### src/rtl/dino_pkg.sv
`default_nettype none
// ============================================================================
//  Module   : dino_pkg
//  Purpose  : Shared types and constants for the Dino Run obstacle engine:
//             game states, LFSR geometry/seed, obstacle descriptor and small
//             helper functions used by the engine and its lane slices.
//  Ports    : (package, none)
//  Revision : 1.0  initial release
// ============================================================================
package dino_pkg;

  typedef enum logic [0:0] {RUN = 1'b0, OVER = 1'b1} state_e;

  // State encodings used by the registered FSM.
  localparam logic [0:0] ST_RUN  = 1'b0;
  localparam logic [0:0] ST_OVER = 1'b1;

  // 8-bit Fibonacci LFSR, polynomial x^8+x^6+x^5+x^4+1 -> taps on bits 7,5,4,3.
  localparam int              LFSR_W    = 8;
  localparam logic [LFSR_W-1:0] LFSR_TAPS = 8'hB8;
  localparam logic [LFSR_W-1:0] LFSR_SEED = 8'hA5;

  localparam int OBS_XW = 11;

  typedef struct packed {
    logic [OBS_XW-1:0] x;
    logic [OBS_XW-1:0] y;
    logic [7:0]        w;
    logic [7:0]        h;
  } obs_t;

  // Shift left, feedback XOR of the tapped bits enters at bit 0.
  function automatic logic [LFSR_W-1:0] lfsr_next(input logic [LFSR_W-1:0] s);
    return {s[LFSR_W-2:0], ^(s & LFSR_TAPS)};
  endfunction

  // Rotate a 6-bit value left by k (mod 6); fixed loop bound keeps it synthesizable.
  function automatic logic [5:0] rot6(input logic [5:0] v, input int k);
    logic [5:0] r;
    r = v;
    for (int j = 0; j < 6; j++) begin
      if (j < (k % 6)) r = {r[4:0], r[5]};
    end
    return r;
  endfunction

endpackage
`default_nettype wire

### src/rtl/obstacle_lane.sv
`default_nettype none
// ============================================================================
//  Module   : obstacle_lane
//  Purpose  : One obstacle lane: holds the lane x register, steps it left by
//             the current speed on each motion tick or respawns it beyond the
//             right edge, and reports the player/obstacle box overlap.
//  Ports    : clk, reset        clock, async active-high reset
//             restart_i         reload the initial x (replay)
//             step_i            motion tick for this cycle
//             speed_i           pixels per tick
//             lfsr_i            low 6 bits of the pre-advance LFSR
//             player_*_i        player box
//             obs_y/w/h_i       this lane's static box geometry
//             x_o               lane left x
//             passed_o          lane would respawn on a step this cycle
//             hit_o             player box overlaps this lane's box
//  Revision : 1.0  initial release
// ============================================================================
module obstacle_lane
  import dino_pkg::*;
#(
  parameter int            XW       = 11,
  parameter int            LANE     = 0,
  parameter logic [XW-1:0] INIT_X   = '0,
  parameter int            SCREEN_W = 1280,
  parameter int            MIN_GAP  = 64
) (
  input  logic          clk,
  input  logic          reset,
  input  logic          restart_i,
  input  logic          step_i,
  input  logic [3:0]    speed_i,
  input  logic [5:0]    lfsr_i,
  input  logic [XW-1:0] player_x_i,
  input  logic [XW-1:0] player_y_i,
  input  logic [7:0]    player_w_i,
  input  logic [7:0]    player_h_i,
  input  logic [XW-1:0] obs_y_i,
  input  logic [7:0]    obs_w_i,
  input  logic [7:0]    obs_h_i,
  output logic [XW-1:0] x_o,
  output logic          passed_o,
  output logic          hit_o
);

  localparam int            SW         = XW + 1;
  localparam logic [XW-1:0] SPAWN_BASE = XW'(SCREEN_W + MIN_GAP);

  logic [XW-1:0] x_q, x_d;
  logic [5:0]    w_rnd;
  logic [XW-1:0] w_respawn;
  logic [XW:0]   w_ox_end, w_oy_end, w_px_end, w_py_end;

  // Each lane sees a different rotation of the shared random bits so that
  // simultaneous respawns do not land on top of each other.
  assign w_rnd     = rot6(lfsr_i, LANE);
  // Respawn position wraps modulo 2^XW by design of the coordinate width.
  assign w_respawn = SPAWN_BASE + XW'({w_rnd, 4'b0000});
  assign passed_o  = (x_q <= XW'(speed_i));

  always_comb begin
    x_d = x_q;
    if (restart_i)   x_d = INIT_X;
    else if (step_i) x_d = passed_o ? w_respawn : (x_q - XW'(speed_i));
  end

  always_ff @(posedge clk or posedge reset) begin
    if (reset) x_q <= INIT_X;
    else       x_q <= x_d;
  end

  // One extra bit on every edge sum so box ends never wrap.
  assign w_ox_end = {1'b0, x_q}        + SW'(obs_w_i);
  assign w_oy_end = {1'b0, obs_y_i}    + SW'(obs_h_i);
  assign w_px_end = {1'b0, player_x_i} + SW'(player_w_i);
  assign w_py_end = {1'b0, player_y_i} + SW'(player_h_i);

  assign hit_o = ({1'b0, player_x_i} < w_ox_end) && (w_px_end > {1'b0, x_q}) &&
                 ({1'b0, player_y_i} < w_oy_end) && (w_py_end > {1'b0, obs_y_i});

  assign x_o = x_q;

endmodule
`default_nettype wire

### src/rtl/obstacle_engine.sv
`default_nettype none
// ============================================================================
//  Module   : obstacle_engine
//  Purpose  : Dino Run game core. Shared motion-tick timer, LFSR, score and
//             pass/level accounting, speed ramp, RUN/OVER state machine with
//             replay edge detection; NUM_OBS obstacle_lane slices do motion
//             and collision per lane.
//  Ports    : clk, reset              clock, async active-high reset
//             replay_btn              replay button level
//             player_x/y, player_w/h  player box
//             obs_y, obs_w, obs_h     packed per-lane static geometry
//             obs_x                   packed per-lane left x
//             game_over               high in OVER
//             speed                   pixels per tick
//             score                   saturating pass count
//             tick                    one-cycle motion update pulse
//             anim_phase              sprite animation phase
//  Revision : 1.0  initial release
// ============================================================================
module obstacle_engine
  import dino_pkg::*;
#(
  parameter int NUM_OBS        = 4,
  parameter int XW             = 11,
  parameter int SCREEN_W       = 1280,
  parameter int SPAWN_STRIDE   = 200,
  parameter int TICK_CYCLES    = 2_000_000,
  parameter int PASS_PER_LEVEL = 12,
  parameter int MAX_SPEED      = 8,
  parameter int MIN_GAP        = 64
) (
  input  logic                  clk,
  input  logic                  reset,
  input  logic                  replay_btn,
  input  logic [XW-1:0]         player_x,
  input  logic [XW-1:0]         player_y,
  input  logic [7:0]            player_w,
  input  logic [7:0]            player_h,
  input  logic [NUM_OBS*XW-1:0] obs_y,
  input  logic [NUM_OBS*8-1:0]  obs_w,
  input  logic [NUM_OBS*8-1:0]  obs_h,
  output logic [NUM_OBS*XW-1:0] obs_x,
  output logic                  game_over,
  output logic [3:0]            speed,
  output logic [15:0]           score,
  output logic                  tick,
  output logic [1:0]            anim_phase
);

  localparam int TW = (TICK_CYCLES > 1) ? $clog2(TICK_CYCLES) : 1;
  localparam int PW = $clog2(PASS_PER_LEVEL + NUM_OBS + 1) + 1;

  logic [0:0]        state_q, state_d;
  logic [TW-1:0]     timer_q, timer_d;
  logic [LFSR_W-1:0] lfsr_q, lfsr_d;
  logic [3:0]        speed_q, speed_d;
  logic [15:0]       score_q, score_d;
  logic [PW-1:0]     pass_q, pass_d;
  logic [1:0]        phase_q, phase_d;
  logic              tick_q, tick_d;
  logic              btn_q;

  logic               w_run, w_tc, w_step, w_restart;
  logic [NUM_OBS-1:0] w_passed, w_hit;
  logic [3:0]         w_npass;
  logic [16:0]        w_score_sum;
  logic [PW-1:0]      w_pass_sum;

  assign w_run     = (state_q == ST_RUN);
  assign w_tc      = (timer_q == TW'(TICK_CYCLES - 1));
  assign w_step    = w_run & w_tc;
  // Edge against the registered previous sample: a button already held when
  // the collision happens does not count as a press.
  assign w_restart = ~w_run & replay_btn & ~btn_q;

  genvar gi;
  generate
    for (gi = 0; gi < NUM_OBS; gi++) begin : g_lane
      obstacle_lane #(
        .XW       (XW),
        .LANE     (gi),
        .INIT_X   (XW'(SCREEN_W - 80 + gi * SPAWN_STRIDE)),
        .SCREEN_W (SCREEN_W),
        .MIN_GAP  (MIN_GAP)
      ) u_lane (
        .clk        (clk),
        .reset      (reset),
        .restart_i  (w_restart),
        .step_i     (w_step),
        .speed_i    (speed_q),
        .lfsr_i     (lfsr_q[5:0]),
        .player_x_i (player_x),
        .player_y_i (player_y),
        .player_w_i (player_w),
        .player_h_i (player_h),
        .obs_y_i    (obs_y[gi*XW +: XW]),
        .obs_w_i    (obs_w[gi*8 +: 8]),
        .obs_h_i    (obs_h[gi*8 +: 8]),
        .x_o        (obs_x[gi*XW +: XW]),
        .passed_o   (w_passed[gi]),
        .hit_o      (w_hit[gi])
      );
    end
  endgenerate

  // Simultaneous respawns each count as a pass.
  always_comb begin
    w_npass = '0;
    for (int i = 0; i < NUM_OBS; i++) w_npass = w_npass + 4'(w_passed[i]);
  end

  assign w_score_sum = {1'b0, score_q} + 17'(w_npass);
  assign w_pass_sum  = pass_q + PW'(w_npass);

  always_comb begin
    state_d = state_q;
    timer_d = timer_q;
    lfsr_d  = lfsr_q;
    speed_d = speed_q;
    score_d = score_q;
    pass_d  = pass_q;
    phase_d = phase_q;
    tick_d  = 1'b0;
    if (w_run) begin
      if (w_tc) begin
        timer_d = '0;
        tick_d  = 1'b1;
        lfsr_d  = lfsr_next(lfsr_q);
        phase_d = phase_q + 2'd1;
        score_d = w_score_sum[16] ? 16'hFFFF : w_score_sum[15:0];
        if (w_pass_sum >= PW'(PASS_PER_LEVEL)) begin
          pass_d  = w_pass_sum - PW'(PASS_PER_LEVEL);
          speed_d = (speed_q >= 4'(MAX_SPEED)) ? 4'(MAX_SPEED) : speed_q + 4'd1;
        end else begin
          pass_d  = w_pass_sum;
        end
      end else begin
        timer_d = timer_q + TW'(1);
      end
      // The tick update above still lands when a hit coincides with it.
      if (|w_hit) state_d = ST_OVER;
    end else if (w_restart) begin
      state_d = ST_RUN;
      timer_d = '0;
      speed_d = 4'd1;
      score_d = '0;
      pass_d  = '0;
      phase_d = '0;
    end
  end

  always_ff @(posedge clk or posedge reset) begin
    if (reset) begin
      state_q <= ST_RUN;
      timer_q <= '0;
      lfsr_q  <= LFSR_SEED;
      speed_q <= 4'd1;
      score_q <= '0;
      pass_q  <= '0;
      phase_q <= '0;
      tick_q  <= 1'b0;
      btn_q   <= 1'b0;
    end else begin
      state_q <= state_d;
      timer_q <= timer_d;
      lfsr_q  <= lfsr_d;
      speed_q <= speed_d;
      score_q <= score_d;
      pass_q  <= pass_d;
      phase_q <= phase_d;
      tick_q  <= tick_d;
      btn_q   <= replay_btn;
    end
  end

  assign game_over  = (state_q == ST_OVER);
  assign speed      = speed_q;
  assign score      = score_q;
  assign tick       = tick_q;
  assign anim_phase = phase_q;

endmodule
`default_nettype wire

### config.mk
export PLATFORM = sky130hd
export DESIGN_NAME = obstacle_engine
export DESIGN_NICKNAME = d
export VERILOG_FILES = /design/src/rtl/dino_pkg.sv /design/src/rtl/obstacle_lane.sv /design/src/rtl/obstacle_engine.sv
export SDC_FILE = /design/constraint.sdc
export NUM_CORES = 1
export LEC_CHECK = 0
export CAP_MARGIN = 20
export CELL_PAD_IN_SITES_DETAIL_PLACEMENT = 2
export CELL_PAD_IN_SITES_GLOBAL_PLACEMENT = 2
export CORE_UTILIZATION = 30
export DETAILED_ROUTE_END_ITERATION = 16
export PLACE_DENSITY_LB_ADDON = 0.1
export SETUP_SLACK_MARGIN = 0.02
export SYNTH_ARGS = -nofsm -noshare
export SYNTH_HDL_FRONTEND = slang
export SYNTH_SLANG_ARGS = --single-unit
### constraint.sdc
create_clock -name clk -period 5.25 [get_ports clk]
set_clock_uncertainty 0.2 [all_clocks]
set_input_delay 1.05 -clock clk [delete_from_list [all_inputs] [get_ports clk]]
set_output_delay 1.05 -clock clk [all_outputs]
set_load 0.005 [all_outputs]
==> flow_metrics.tcl, run 1 <==
set metrics [dict create \
    endpoint_kind "register" \
    grt_pass1_wl_um 90700 \
    vias_per_cell 5.40 \
    reg2regPathDepth 23 \
    timing.critical_path.slowest_stage_cell "sky130_fd_sc_hd__clkdlybuf4s50_1" \
    sw_frac_of_total_pct 40.5 \
    syn-cell-area_um2 13900 \
    cts.root.buffer_cell "sky130_fd_sc_hd__clkbuf_16" \
    cts-buffers-inserted 9 \
    final-hold-violation-count 0 \
    max_clock_freq_mhz 196 \
    total_switching_power_mw 1.40 \
    drtAntennaViolNets 0 \
    post_dp_cell_area_um2 17600 \
    fin_hold_ws_ns 0.299 \
    share_seq_of_total_power_pct 25.9 \
    clock_sinks 104 \
    global_route_total_usage_across_every_layer_pct 24.8 \
    worst_ep_required_time_ns 5.32 \
    dieArea_um2 47300 \
    run_status "finished, final reports clean" \
    synth_cells 1719 \
    clockPowerShare_pct 21.3 \
    numPlacedInstances 2624 \
    number_of_nets_at_the_end_of_the_flow 2497 \
    max-slew-margin-rel_pct 39.5 \
    htree_num_levels 3 \
    clock_insertion_delay_worst_skew_ns 0.37 \
    min_period_over_period_pct 97.2 \
    drive_gt1_share_pct 11.0 \
    timing.critical_path.from "player_y[0]" \
    critical_path_peak_fanout 4 \
    global_route.overflow_total 0 \
    synth_top_area_cell "sky130_fd_sc_hd__ha_1" \
    buffer_ports.inserted 216 \
    drv_cap 0 \
    hpwl_um 48900 \
    row_count 78 \
    internal_power_mw 2.05 \
    fp.dieW_um 217 \
    crit_path_frequent_cell "sky130_fd_sc_hd__a21oi_2" \
    final_report_setup_violation_count 0 \
    tritoncts "yes" \
    yosysUniqueCellTypes 77 \
    synthTopCellsByArea "sky130_fd_sc_hd__ha_1 (26%), sky130_fd_sc_hd__dfrtp_1 (15%), sky130_fd_sc_hd__a21oi_1 (5.5%), sky130_fd_sc_hd__o21ai_0 (5.0%), sky130_fd_sc_hd__inv_1 (4.4%)" \
    floorplan.initialDensity_pct 30.6 \
    critical_path.n_buffers_inverters 2 \
    routed_wirelength_um 58700 \
    critical_path_cell_count 20 \
    r2r_setup_slack_ns 0.23 \
    final_instance_count_excl_fillers 2651 \
    cts.reportedPaths.clkPinSlew_ns 0.09 \
    vias 14300 \
    grt_pass1_vias 15800 \
    synth_enable_flop_cells 0 \
    clk_path_buf_depth 2 \
    hold_buffers 0 \
    grt_start_max_net_pins 67 \
    powerDensity_nw_per_um2 189 \
    min_from "lfsr_q[6]$_DFFE_PP0P_" \
    syn2layout_area_growth_pct 30.9 \
    worstReg2RegStart "speed[0]$_DFFE_PP1P_" \
    detailedRoute.firstPassIterationCount 4 \
    finalSetupTns_ns 0 \
    antenna_found_initial 1 \
    dp_worst_setup_slack_ns -0.393 \
    r2r_end "speed[1]$_DFFE_PP0P_" \
    arrival_ns 5.17 \
    drt-initial-drc-count 328 \
    postSynthRegisterBits 104 \
    synth_nets 2171 \
    avgSynthCellArea_um2 8.10 \
    ys.warnings.count 0 \
    worstPathCellList "clkdlybuf4s50_1 -> ha_1 -> fa_1 -> a21o_2 -> a21oi_2 -> o21bai_1 -> a21oi_2 -> o21bai_1 -> a21oi_2 -> nor2_1 -> xor2_1 -> buf_4 -> ha_1 -> and3_1 -> nand4_1 -> o311a_1 -> a211o_1 -> a41oi_2 -> nand3_1 -> o31a_1" \
    worst_hold_path_type "register to register" \
    worst_slack_ns 0.145 \
    coreArea_um2 45600 \
    power_frac_comb_pct 52.8 \
    leakage_nw 8.39 \
    tightest_slew_ns 0.908 \
    cp_top_family "compound AO/OA/AOI/OAI gates" \
    synthDominantCellAreaShare_pct 25.8 \
    finalWeightedCongestion 0.889 \
    boundaryPins 217 \
    ir_worst_vdd_v 0.000164 \
    routed_wire_length_per_instance_um 22.1 \
    route.detailed.drc 0 \
    worst_path_largest_cell_delay_ns 0.46 \
    asr_flop_ratio_synth_pct 100 \
    timing_max_transition_violations_final 0 \
    fin_crit_ns 5.11 \
    critPathKind "input pin to register" \
    stdcell_area_um2 18200 \
    synth_sequential_area_ratio_pct 18.9 \
    worstSetupStartpointType "input pin" \
    yosys_most_used_dff "sky130_fd_sc_hd__dfrtp_1" \
    die_h_um 217 \
    endpoint "game_over$_DFF_PP0_" \
]
-- cell usage after synthesis, drive strengths merged, types with 9 or more instances --
| library cell | instances |
|---|---|
| a211o | 9 |
| a211oi | 15 |
| a21o | 36 |
| a21oi | 153 |
| a22oi | 10 |
| a31oi | 14 |
| and3 | 23 |
| clkbuf | 24 |
| dfrtp | 82 |
| dfstp | 22 |
| fa | 16 |
| ha | 287 |
| inv | 164 |
| nand2 | 116 |
| nand2b | 21 |
| nand3 | 59 |
| nand4 | 30 |
| nor2 | 111 |
| nor2b | 22 |
| nor3 | 51 |
| nor4 | 9 |
| o211ai | 14 |
| o21a | 14 |
| o21ai | 140 |
| o21bai | 19 |
| o22ai | 30 |
| xnor2 | 69 |
| xor2 | 38 |
-- logic make-up (layout without fill, tap and decap cells) --
| family | count (synthesis) | in the layout | synth area share, % |
|---|---|---|---|
| flip-flops | 104 | 104 | 18.9 |
| AND/OR/NAND/NOR | 481 | 481 | 17.0 |
| adder cells (fa/ha/maj) | 303 | 303 | 28.1 |
| AO/OA/AOI/OAI | 521 | 521 | 23.4 |
| XOR/XNOR | 107 | 107 | 6.73 |
| other | 0 | 1 | 0 |
| multiplexers | 8 | 8 | 0.602 |
| buffers and inverters | 195 | 526 | 5.30 |
-- area by class of cell --
class,instances,area [um^2]
diodes,1,2.50
clock buffers,11,243
clock inverters,5,63.8
fillers,5204,27300
inverters,164,623
multi-input cells,1420,10700
flip-flops and latches,104,2630
well taps,600,751
repair buffers,346,3170
-- cell usage in the layout (no fill, tap or decap), types with 65 or more instances in the layout --
cell                              synthesis  final
sky130_fd_sc_hd__buf_4                    0    127
sky130_fd_sc_hd__dfrtp_1                 82     81
sky130_fd_sc_hd__a21oi_1                152    145
sky130_fd_sc_hd__nor2_1                 111    110
sky130_fd_sc_hd__inv_1                  164    161
sky130_fd_sc_hd__ha_1                   287    281
sky130_fd_sc_hd__nand2_1                116    116
sky130_fd_sc_hd__clkdlybuf4s50_1          0    215
sky130_fd_sc_hd__o21ai_0                139    134
sky130_fd_sc_hd__xnor2_1                 69     65
-- sequential cells by signal, indices dropped and copies added, names as in the netlist --
name               cells
timer_q               21
btn_q                  1
speed                  4
pass_q                 6
g_lane.u_lane.x_o     44
tick                   1
anim_phase             2
lfsr_q                 8
game_over              1
score                 16
-- layer usage --
| layer | routed length [um] | up-vias | part of all wire (%) | global-route usage (%) |
|---|---|---|---|---|
| met5 | 0 | - | 0 | 0 |
| met4 | 1740 | 0 | 3.0 | 7.86 |
| met3 | 1200 | 50 | 2.0 | 1.83 |
| met2 | 30900 | 189 | 53 | 47.2 |
| met1 | 24900 | 7169 | 42 | 29.1 |
| li1 | - | 6903 | - | - |
-- metrics by stage --
stage	total power, mW	util (%)
after global routing	3.71	40.0
after global placement	2.62	38.7
after detailed placement	2.71	38.7
final	3.44	40.0
after CTS	3.47	39.5
after floorplan	1.93	-
-- timing repair --
action | CTS | global route
pin swaps | 8 | 18
setup buffers | 3 | 7
endpoints found under the setup margin | 11 | 17
resized for setup | 8 | 39
-- how the worst min path moves through the flow --
stage | cells after the start | slack, ns | end
floorplan | 2 | 0.24 | lfsr_q[7]$_DFFE_PP1P_
global placement | 2 | 0.25 | lfsr_q[7]$_DFFE_PP1P_
detailed placement | 2 | 0.28 | lfsr_q[6]$_DFFE_PP0P_
CTS | 2 | 0.30 | lfsr_q[6]$_DFFE_PP0P_
global route | 2 | 0.32 | lfsr_q[6]$_DFFE_PP0P_
finish | 2 | 0.30 | lfsr_q[6]$_DFFE_PP0P_
-- power groups by stage --
stage               Sequential, mW  Clock, mW  Combinational, mW
CTS                          0.893      0.759               1.82
finish                       0.893      0.735               1.82
floorplan                    0.906          0               1.03
global placement             0.904          0               1.72
global route                 0.902      0.783               2.03
detailed placement           0.906          0               1.81
-- worst reg2reg max path, stage by stage (launching register included) --
cell                       delay [ns]
sky130_fd_sc_hd__dfstp_2         0.55
sky130_fd_sc_hd__buf_6           0.13
sky130_fd_sc_hd__ha_4            0.13
sky130_fd_sc_hd__inv_2           0.04
sky130_fd_sc_hd__a21o_1          0.15
sky130_fd_sc_hd__a21o_1          0.18
sky130_fd_sc_hd__a211oi_2        0.28
sky130_fd_sc_hd__buf_4           0.15
sky130_fd_sc_hd__buf_4           0.09
sky130_fd_sc_hd__buf_4           0.13
sky130_fd_sc_hd__o211a_1         0.35
sky130_fd_sc_hd__a21o_1          0.26
sky130_fd_sc_hd__ha_4            0.24
sky130_fd_sc_hd__buf_4           0.15
sky130_fd_sc_hd__fa_2            0.40
sky130_fd_sc_hd__xnor2_2         0.17
sky130_fd_sc_hd__inv_1           0.07
sky130_fd_sc_hd__ha_2            0.19
sky130_fd_sc_hd__nor3_2          0.19
sky130_fd_sc_hd__nand4_1         0.22
sky130_fd_sc_hd__o21ai_4         0.14
sky130_fd_sc_hd__and2b_1         0.17
sky130_fd_sc_hd__or2_4           0.14
sky130_fd_sc_hd__mux2i_1         0.20
Power figures use the tool's default switching activity.
==> run 2: changes to the inputs <==
CORE_UTILIZATION = 33   (was 30)
GPL_TIMING_DRIVEN = 0   (was not set)
clock period = 5.69 ns   (was 5.25 ns; I/O delays follow)
==> flow_metrics.tcl, run 2 (synthesized netlist as in run 1, its figures left out) <==
set metrics [dict create \
    leakage_nw 7.94 \
    vias 14200 \
    coreArea_um2 41200 \
    diodes 0 \
    worst_slack_ns 0.224 \
    grt_setup_unrepaired "false" \
    worst_hold_path_type "register to register" \
    clock_insertion_delay_worst_skew_ns 0.37 \
    stdcell_area_um2 17500 \
    hpwl_um 46100 \
    critical_path.n_buffers_inverters 2 \
    grt_start_max_net_pins 67 \
    cts.reportedPaths.clkPinSlew_ns 0.08 \
    min_period_over_period_pct 96.1 \
    worst_path_largest_cell_delay_ns 0.41 \
    finalWeightedCongestion 0.871 \
    routed_wire_length_per_instance_um 23.0 \
    critical_path_peak_fanout 3 \
    tritoncts "yes" \
    r2r_setup_slack_ns 0.26 \
    crit_path_frequent_cell "sky130_fd_sc_hd__a21oi_2" \
    cts.root.buffer_cell "sky130_fd_sc_hd__clkbuf_16" \
    final_report_setup_violation_count 0 \
    grt_pass1_vias 15600 \
    timing.critical_path.slowest_stage_cell "sky130_fd_sc_hd__clkdlybuf4s50_1" \
    internal_power_mw 1.94 \
    boundaryPins 217 \
    buffer_ports.inserted 216 \
    post_dp_cell_area_um2 16800 \
    run_status "finished, final reports clean" \
    powerDensity_nw_per_um2 187 \
    final-hold-violation-count 0 \
    syn2layout_area_growth_pct 25.8 \
    hold_buffers 0 \
    htree_num_levels 3 \
    grt_pass1_wl_um 89100 \
    clockPowerShare_pct 24.0 \
    fp.dieW_um 207 \
    report.power.total_mw 3.28 \
    arrival_ns 5.49 \
    detailedRoute.firstPassIterationCount 4 \
    antenna_found_initial 0 \
    drt-initial-drc-count 436 \
    clk_path_buf_depth 2 \
    drv_cap 0 \
    floorplan.initialDensity_pct 33.8 \
    drive_gt1_share_pct 6.15 \
    worstSetupStartpointType "input pin" \
    r2r_end "pass_q[4]$_DFFE_PP0P_" \
    endpoint_kind "register" \
    sw_frac_of_total_pct 40.9 \
    min_from "lfsr_q[7]$_DFFE_PP1P_" \
    share_seq_of_total_power_pct 25.8 \
    global_route_total_usage_across_every_layer_pct 26.4 \
    worst_ep_required_time_ns 5.72 \
    cp_top_family "compound AO/OA/AOI/OAI gates" \
    die_h_um 207 \
    largest_register_ffs 44 \
    timing.hold.worst_path_depth 2 \
    vias_per_cell 5.66 \
    mostFrequentLayoutCells "sky130_fd_sc_hd__ha_1 (284), sky130_fd_sc_hd__clkdlybuf4s50_1 (208), sky130_fd_sc_hd__inv_1 (161)" \
    layout.cells.most_common "sky130_fd_sc_hd__ha_1" \
    route.detailed.drc 0 \
    worstPathCellList "clkdlybuf4s50_1 -> ha_1 -> fa_2 -> a21o_2 -> a21oi_2 -> o21bai_1 -> a21oi_2 -> o21bai_1 -> a21oi_2 -> nor2_1 -> xor2_2 -> buf_12 -> ha_1 -> and3_1 -> nand4_1 -> o311a_1 -> a211o_1 -> a41oi_2 -> nand3_1 -> o31a_1" \
    max-slew-margin-rel_pct 28.9 \
    critPathKind "input pin to register" \
    fin_crit_ns 5.47 \
    drtAntennaViolNets 0 \
    holdPathEnd "lfsr_q[7]$_DFFE_PP1P_" \
    dp_worst_setup_slack_ns -1.61 \
    clock_sinks 104 \
    total_switching_power_mw 1.34 \
    tightest_slew_ns 1.06 \
    ir_worst_vdd_v 0.000163 \
    reg2regPathDepth 23 \
    max_clock_freq_mhz 183 \
    row_count 74 \
    number_of_nets_at_the_end_of_the_flow 2416 \
    finalSetupTns_ns 0 \
    timing_max_transition_violations_final 0 \
    power_frac_comb_pct 50.2 \
    cts-buffers-inserted 9 \
    global_route.overflow_total 0 \
    dieArea_um2 43000 \
    worstReg2RegStart "speed[1]$_DFFE_PP0P_" \
    routed_wirelength_um 57500 \
]
## run 2: worst max-delay path by stage
stage | startpoint | to | slack, ns | cells past startpoint
floorplan | speed[1]$_DFFE_PP0P_ | pass_q[4]$_DFFE_PP0P_ | 0.17 | 23
global placement | speed[1]$_DFFE_PP0P_ | pass_q[4]$_DFFE_PP0P_ | -1.51 | 23
detailed placement | speed[1]$_DFFE_PP0P_ | speed[2]$_DFFE_PP0P_ | -1.61 | 23
CTS | speed[1]$_DFFE_PP0P_ | pass_q[4]$_DFFE_PP0P_ | 0.02 | 23
global route | speed[1]$_DFFE_PP0P_ | pass_q[4]$_DFFE_PP0P_ | 0.003 | 23
finish | player_h[0] | game_over$_DFF_PP0_ | 0.22 | 20
## run 2: what timing repair did
item,in CTS,in global routing
resized for setup,34,33
buffers inserted,10,7
endpoints found under the setup margin,25,22
pin swaps,4,11
## run 2: layer usage
metal | up-vias | track usage, % | routed length, um
met5 | - | 0 | 0
met4 | 0 | 8.57 | 1680
met3 | 75 | 2.13 | 1450
met2 | 245 | 49.2 | 29400
met1 | 7089 | 31.9 | 25100
li1 | 6747 | - | -
## run 2: power groups by stage
stage | Clock [mW] | Combinational (mW) | Sequential, mW
3_3_place_gp | 0 | 1.45 | 0.861
5_1_grt | 0.821 | 1.82 | 0.852
4_1_cts | 0.798 | 1.63 | 0.845
2_1_floorplan | 0 | 0.945 | 0.835
6_report | 0.787 | 1.65 | 0.845
3_5_place_dp | 0 | 1.54 | 0.864
## run 2: worst register-to-register path: cells and delay by family (launching register included)
family,cells,cell delay [ns]
AND/OR/NAND/NOR,4,0.79
adder cells (fa/ha/maj),6,1.60
AO/OA/AOI/OAI,9,1.69
flip-flops,1,0.47
XOR/XNOR,1,0.15
buffers and inverters,3,0.44
## run 2: area by class of cell
class | instances | area [um^2]
Buffer | 31 | 136
Clock buffer | 11 | 253
Clock inverter | 5 | 108
Fill cell | 4673 | 23700
Inverter | 164 | 628
Multi-Input combinational cell | 1420 | 10700
Sequential cell | 104 | 2640
Tap cell | 532 | 666
Timing Repair Buffer | 234 | 2340
## run 2: metrics by stage
stage | utilization, % | cells | hold WS (ns)
floorplan | - | 1719 | 0.240
global placement | 40.7 | 2467 | 0.251
detailed placement | 40.7 | 2468 | 0.259
CTS | 42.1 | 2494 | 0.272
global route | 42.5 | 2501 | 0.311
finish | 42.5 | 2501 | 0.271
==> run 3: changes to the inputs <==
ABC_AREA = 1   (was not set)
CORE_UTILIZATION = 32   (was 33)
CTS_CLUSTER_DIAMETER = 30   (was not set)
==> flow_metrics.tcl, run 3 <==
set metrics [dict create \
    run_status "finished, final reports clean" \
    timing_max_transition_violations_final 0 \
    yosysUniqueCellTypes 57 \
    avgSynthCellArea_um2 7.22 \
    mostFrequentLayoutCells "sky130_fd_sc_hd__nand2_1 (425), sky130_fd_sc_hd__inv_1 (315), sky130_fd_sc_hd__ha_1 (285)" \
    number_of_nets_at_the_end_of_the_flow 2701 \
    boundaryPins 217 \
    r2r_setup_slack_ns 0.37 \
    critPathKind "input pin to register" \
    clock_sinks 104 \
    grt_start_max_net_pins 63 \
    post_dp_cell_area_um2 17500 \
    ir_worst_vdd_v 0.000214 \
    cts-buffers-inserted 9 \
    arrival_ns 5.39 \
    final_report_setup_violation_count 0 \
    hold_buffers 0 \
    synthDominantCellAreaShare_pct 24.7 \
    tritoncts "yes" \
    cts.reportedPaths.clkPinSlew_ns 0.08 \
    power_frac_comb_pct 51.1 \
    ys.warnings.count 0 \
    fp.dieW_um 215 \
    clk_path_buf_depth 2 \
    worstSetupStartpointType "input pin" \
    row_count 77 \
    internal_power_mw 1.75 \
    grt_pass1_wl_um 89700 \
    htree_num_levels 3 \
    min_period_over_period_pct 94.3 \
    dieArea_um2 46300 \
    worst_ep_required_time_ns 5.71 \
    fin_crit_ns 5.37 \
    buffer_ports.inserted 216 \
    drt-initial-drc-count 535 \
    synth_nets 2467 \
    postSynthRegisterBits 104 \
    grt_pass1_vias 16200 \
    tightest_slew_ns 0.938 \
    synthTopCellsByArea "sky130_fd_sc_hd__ha_1 (25%), sky130_fd_sc_hd__dfrtp_1 (14%), sky130_fd_sc_hd__nand2_1 (11%), sky130_fd_sc_hd__inv_1 (8.2%), sky130_fd_sc_hd__xor2_1 (6.9%)" \
    max-slew-margin-rel_pct 37.0 \
    route.detailed.drc 0 \
    detailedRoute.firstPassIterationCount 4 \
    drive_gt1_share_pct 5.15 \
    vias_per_cell 5.17 \
    syn-cell-area_um2 14600 \
    drv_cap 0 \
    diodes 0 \
    sw_frac_of_total_pct 44.7 \
    global_route_total_usage_across_every_layer_pct 24.7 \
    yosys_most_used_dff "sky130_fd_sc_hd__dfrtp_1" \
    cts.root.buffer_cell "sky130_fd_sc_hd__clkbuf_16" \
    die_h_um 215 \
    stdcell_area_um2 17900 \
    leakage_nw 9.05 \
    clock_insertion_delay_worst_skew_ns 0.38 \
    synth_enable_flop_cells 0 \
    critical_path_peak_fanout 5 \
    routed_wirelength_um 57500 \
    routed_wire_length_per_instance_um 20.2 \
    synth_most_common_cell "sky130_fd_sc_hd__nand2_1" \
    final-hold-violation-count 0 \
    vias 14700 \
    total_switching_power_mw 1.42 \
    clockPowerShare_pct 20.6 \
    powerDensity_nw_per_um2 177 \
    drtAntennaViolNets 0 \
    max_clock_freq_mhz 186 \
    hpwl_um 49000 \
    synth_common_cells "sky130_fd_sc_hd__nand2_1 (425), sky130_fd_sc_hd__inv_1 (318), sky130_fd_sc_hd__ha_1 (287)" \
    finalWeightedCongestion 0.837 \
    share_seq_of_total_power_pct 28.3 \
    floorplan.initialDensity_pct 32.7 \
    utilization_pct 40.1 \
    synth_sequential_area_ratio_pct 18.1 \
    layout.cells.most_common "sky130_fd_sc_hd__nand2_1" \
    antenna_found_initial 0 \
    syn2layout_area_growth_pct 22.8 \
    worst_hold_path_type "register to register" \
    synth_top_area_cell "sky130_fd_sc_hd__ha_1" \
    asr_flop_ratio_synth_pct 100 \
    synth_cells 2015 \
    largest_register_ffs 44 \
    endpoint_kind "register" \
    coreArea_um2 44500 \
    global_route.overflow_total 0 \
]
## run 3: changes by cell type after synthesis, sizes merged, moves of 25 or more
| cell | previous run | this run |
|---|---|---|
| nor3 | 51 | 24 |
| xnor2 | 69 | 32 |
| nor2 | 111 | 137 |
| inv | 164 | 326 |
| xor2 | 38 | 116 |
| a21o | 36 | 11 |
| nand2 | 116 | 428 |
## run 3: power groups by stage
| stage | combinational [mW] | sequential (mW) | clock [mW] |
|---|---|---|---|
| 3_3_place_gp | 1.46 | 0.914 | 0 |
| 6_report | 1.62 | 0.898 | 0.651 |
| 4_1_cts | 1.59 | 0.910 | 0.672 |
| 2_1_floorplan | 0.968 | 0.883 | 0 |
| 3_5_place_dp | 1.56 | 0.919 | 0 |
| 5_1_grt | 1.82 | 0.908 | 0.687 |
## run 3: layout make-up
class | instances | area (um^2)
Fill cell | 5304 | 26600
Multi-Input combinational cell | 1555 | 10600
Sequential cell | 104 | 2640
Timing Repair Buffer | 223 | 2230
Inverter | 329 | 1250
Tap cell | 592 | 741
Clock buffer | 10 | 229
Buffer | 27 | 154
Clock inverter | 6 | 62.6
## run 3: worst paths after layout
check / from / to / depth (start not counted)
setup / recovery: player_x[2] / game_over$_DFF_PP0_ / 26
hold / removal: lfsr_q[7]$_DFFE_PP1P_ / lfsr_q[7]$_DFFE_PP1P_ / 2
setup reg to reg: speed[2]$_DFFE_PP0P_ / speed[3]$_DFFE_PP0P_ / 24
hold reg to reg: lfsr_q[7]$_DFFE_PP1P_ / lfsr_q[7]$_DFFE_PP1P_ / 2
max in group asynchronous: reset / g_lane[1].u_lane.x_o[3]$_DFFE_PP1P_ / 3
min in group asynchronous: reset / score[7]$_DFFE_PP0P_ / 2
## run 3: stage by stage
stage           TNS (ns)  power, mW  worst slack (ns)  instances  hold WS [ns]
2_1_floorplan          0       1.85              1.09       2015         0.239
3_3_place_gp      -30.12       2.37            -0.369       2823         0.262
3_5_place_dp       -2.73       2.48            -0.229       2824         0.271
4_1_cts                0       3.17            0.0946       2842         0.283
5_1_grt        -0.000787       3.41         -0.000787       2846         0.302
6_report               0       3.17             0.322       2846         0.276
## run 3: cells by family after synthesis
kind of cell | count (synthesis) | share of synthesized area [%]
AOI/OAI and AO/OA | 385 | 15.2
xor gates and xnor gates | 148 | 9.01
adders and majority gates | 303 | 26.9
buffers and inverters | 356 | 9.53
DFF | 104 | 18.1
muxes | 1 | 0.0688
and+or+nand+nor | 718 | 21.2
## run 3: worst max-delay path: stages
cell	delay, ns
sky130_fd_sc_hd__clkdlybuf4s50_1	0.58
sky130_fd_sc_hd__ha_1	0.44
sky130_fd_sc_hd__nand2_1	0.09
sky130_fd_sc_hd__nor2_1	0.04
sky130_fd_sc_hd__a211oi_1	0.44
sky130_fd_sc_hd__nor2_1	0.08
sky130_fd_sc_hd__nor2_1	0.17
sky130_fd_sc_hd__nor2_1	0.06
sky130_fd_sc_hd__nor2_1	0.17
sky130_fd_sc_hd__xnor2_1	0.44
sky130_fd_sc_hd__ha_1	0.40
sky130_fd_sc_hd__nand2_1	0.08
sky130_fd_sc_hd__inv_1	0.04
sky130_fd_sc_hd__nor2_1	0.08
sky130_fd_sc_hd__o21a_1	0.16
sky130_fd_sc_hd__nand2_1	0.06
sky130_fd_sc_hd__nand2_1	0.06
sky130_fd_sc_hd__nand2_1	0.05
sky130_fd_sc_hd__nand2_1	0.06
sky130_fd_sc_hd__nand2_1	0.05
sky130_fd_sc_hd__nand2_1	0.06
sky130_fd_sc_hd__nand2_1	0.13
sky130_fd_sc_hd__nand4_1	0.17
sky130_fd_sc_hd__nand2_1	0.06
sky130_fd_sc_hd__nor2_1	0.23
sky130_fd_sc_hd__nor2_1	0.07
## run 3: what timing repair did
action                                  4_1_cts  5_1_grt
gates resized for setup                       2        8
endpoints found under the setup margin       24       20
buffers inserted                              2        4
## run 3: metal layers
layer / vias up / global-route usage, % / routed length [um]
met1: 7312 / 34.4 / 28400
met2: 195 / 41.3 / 26600
met3: 44 / 1.85 / 1460
li1: 7149 / - / -
met4: 0 / 5.98 / 983
met5: - / 0 / 0
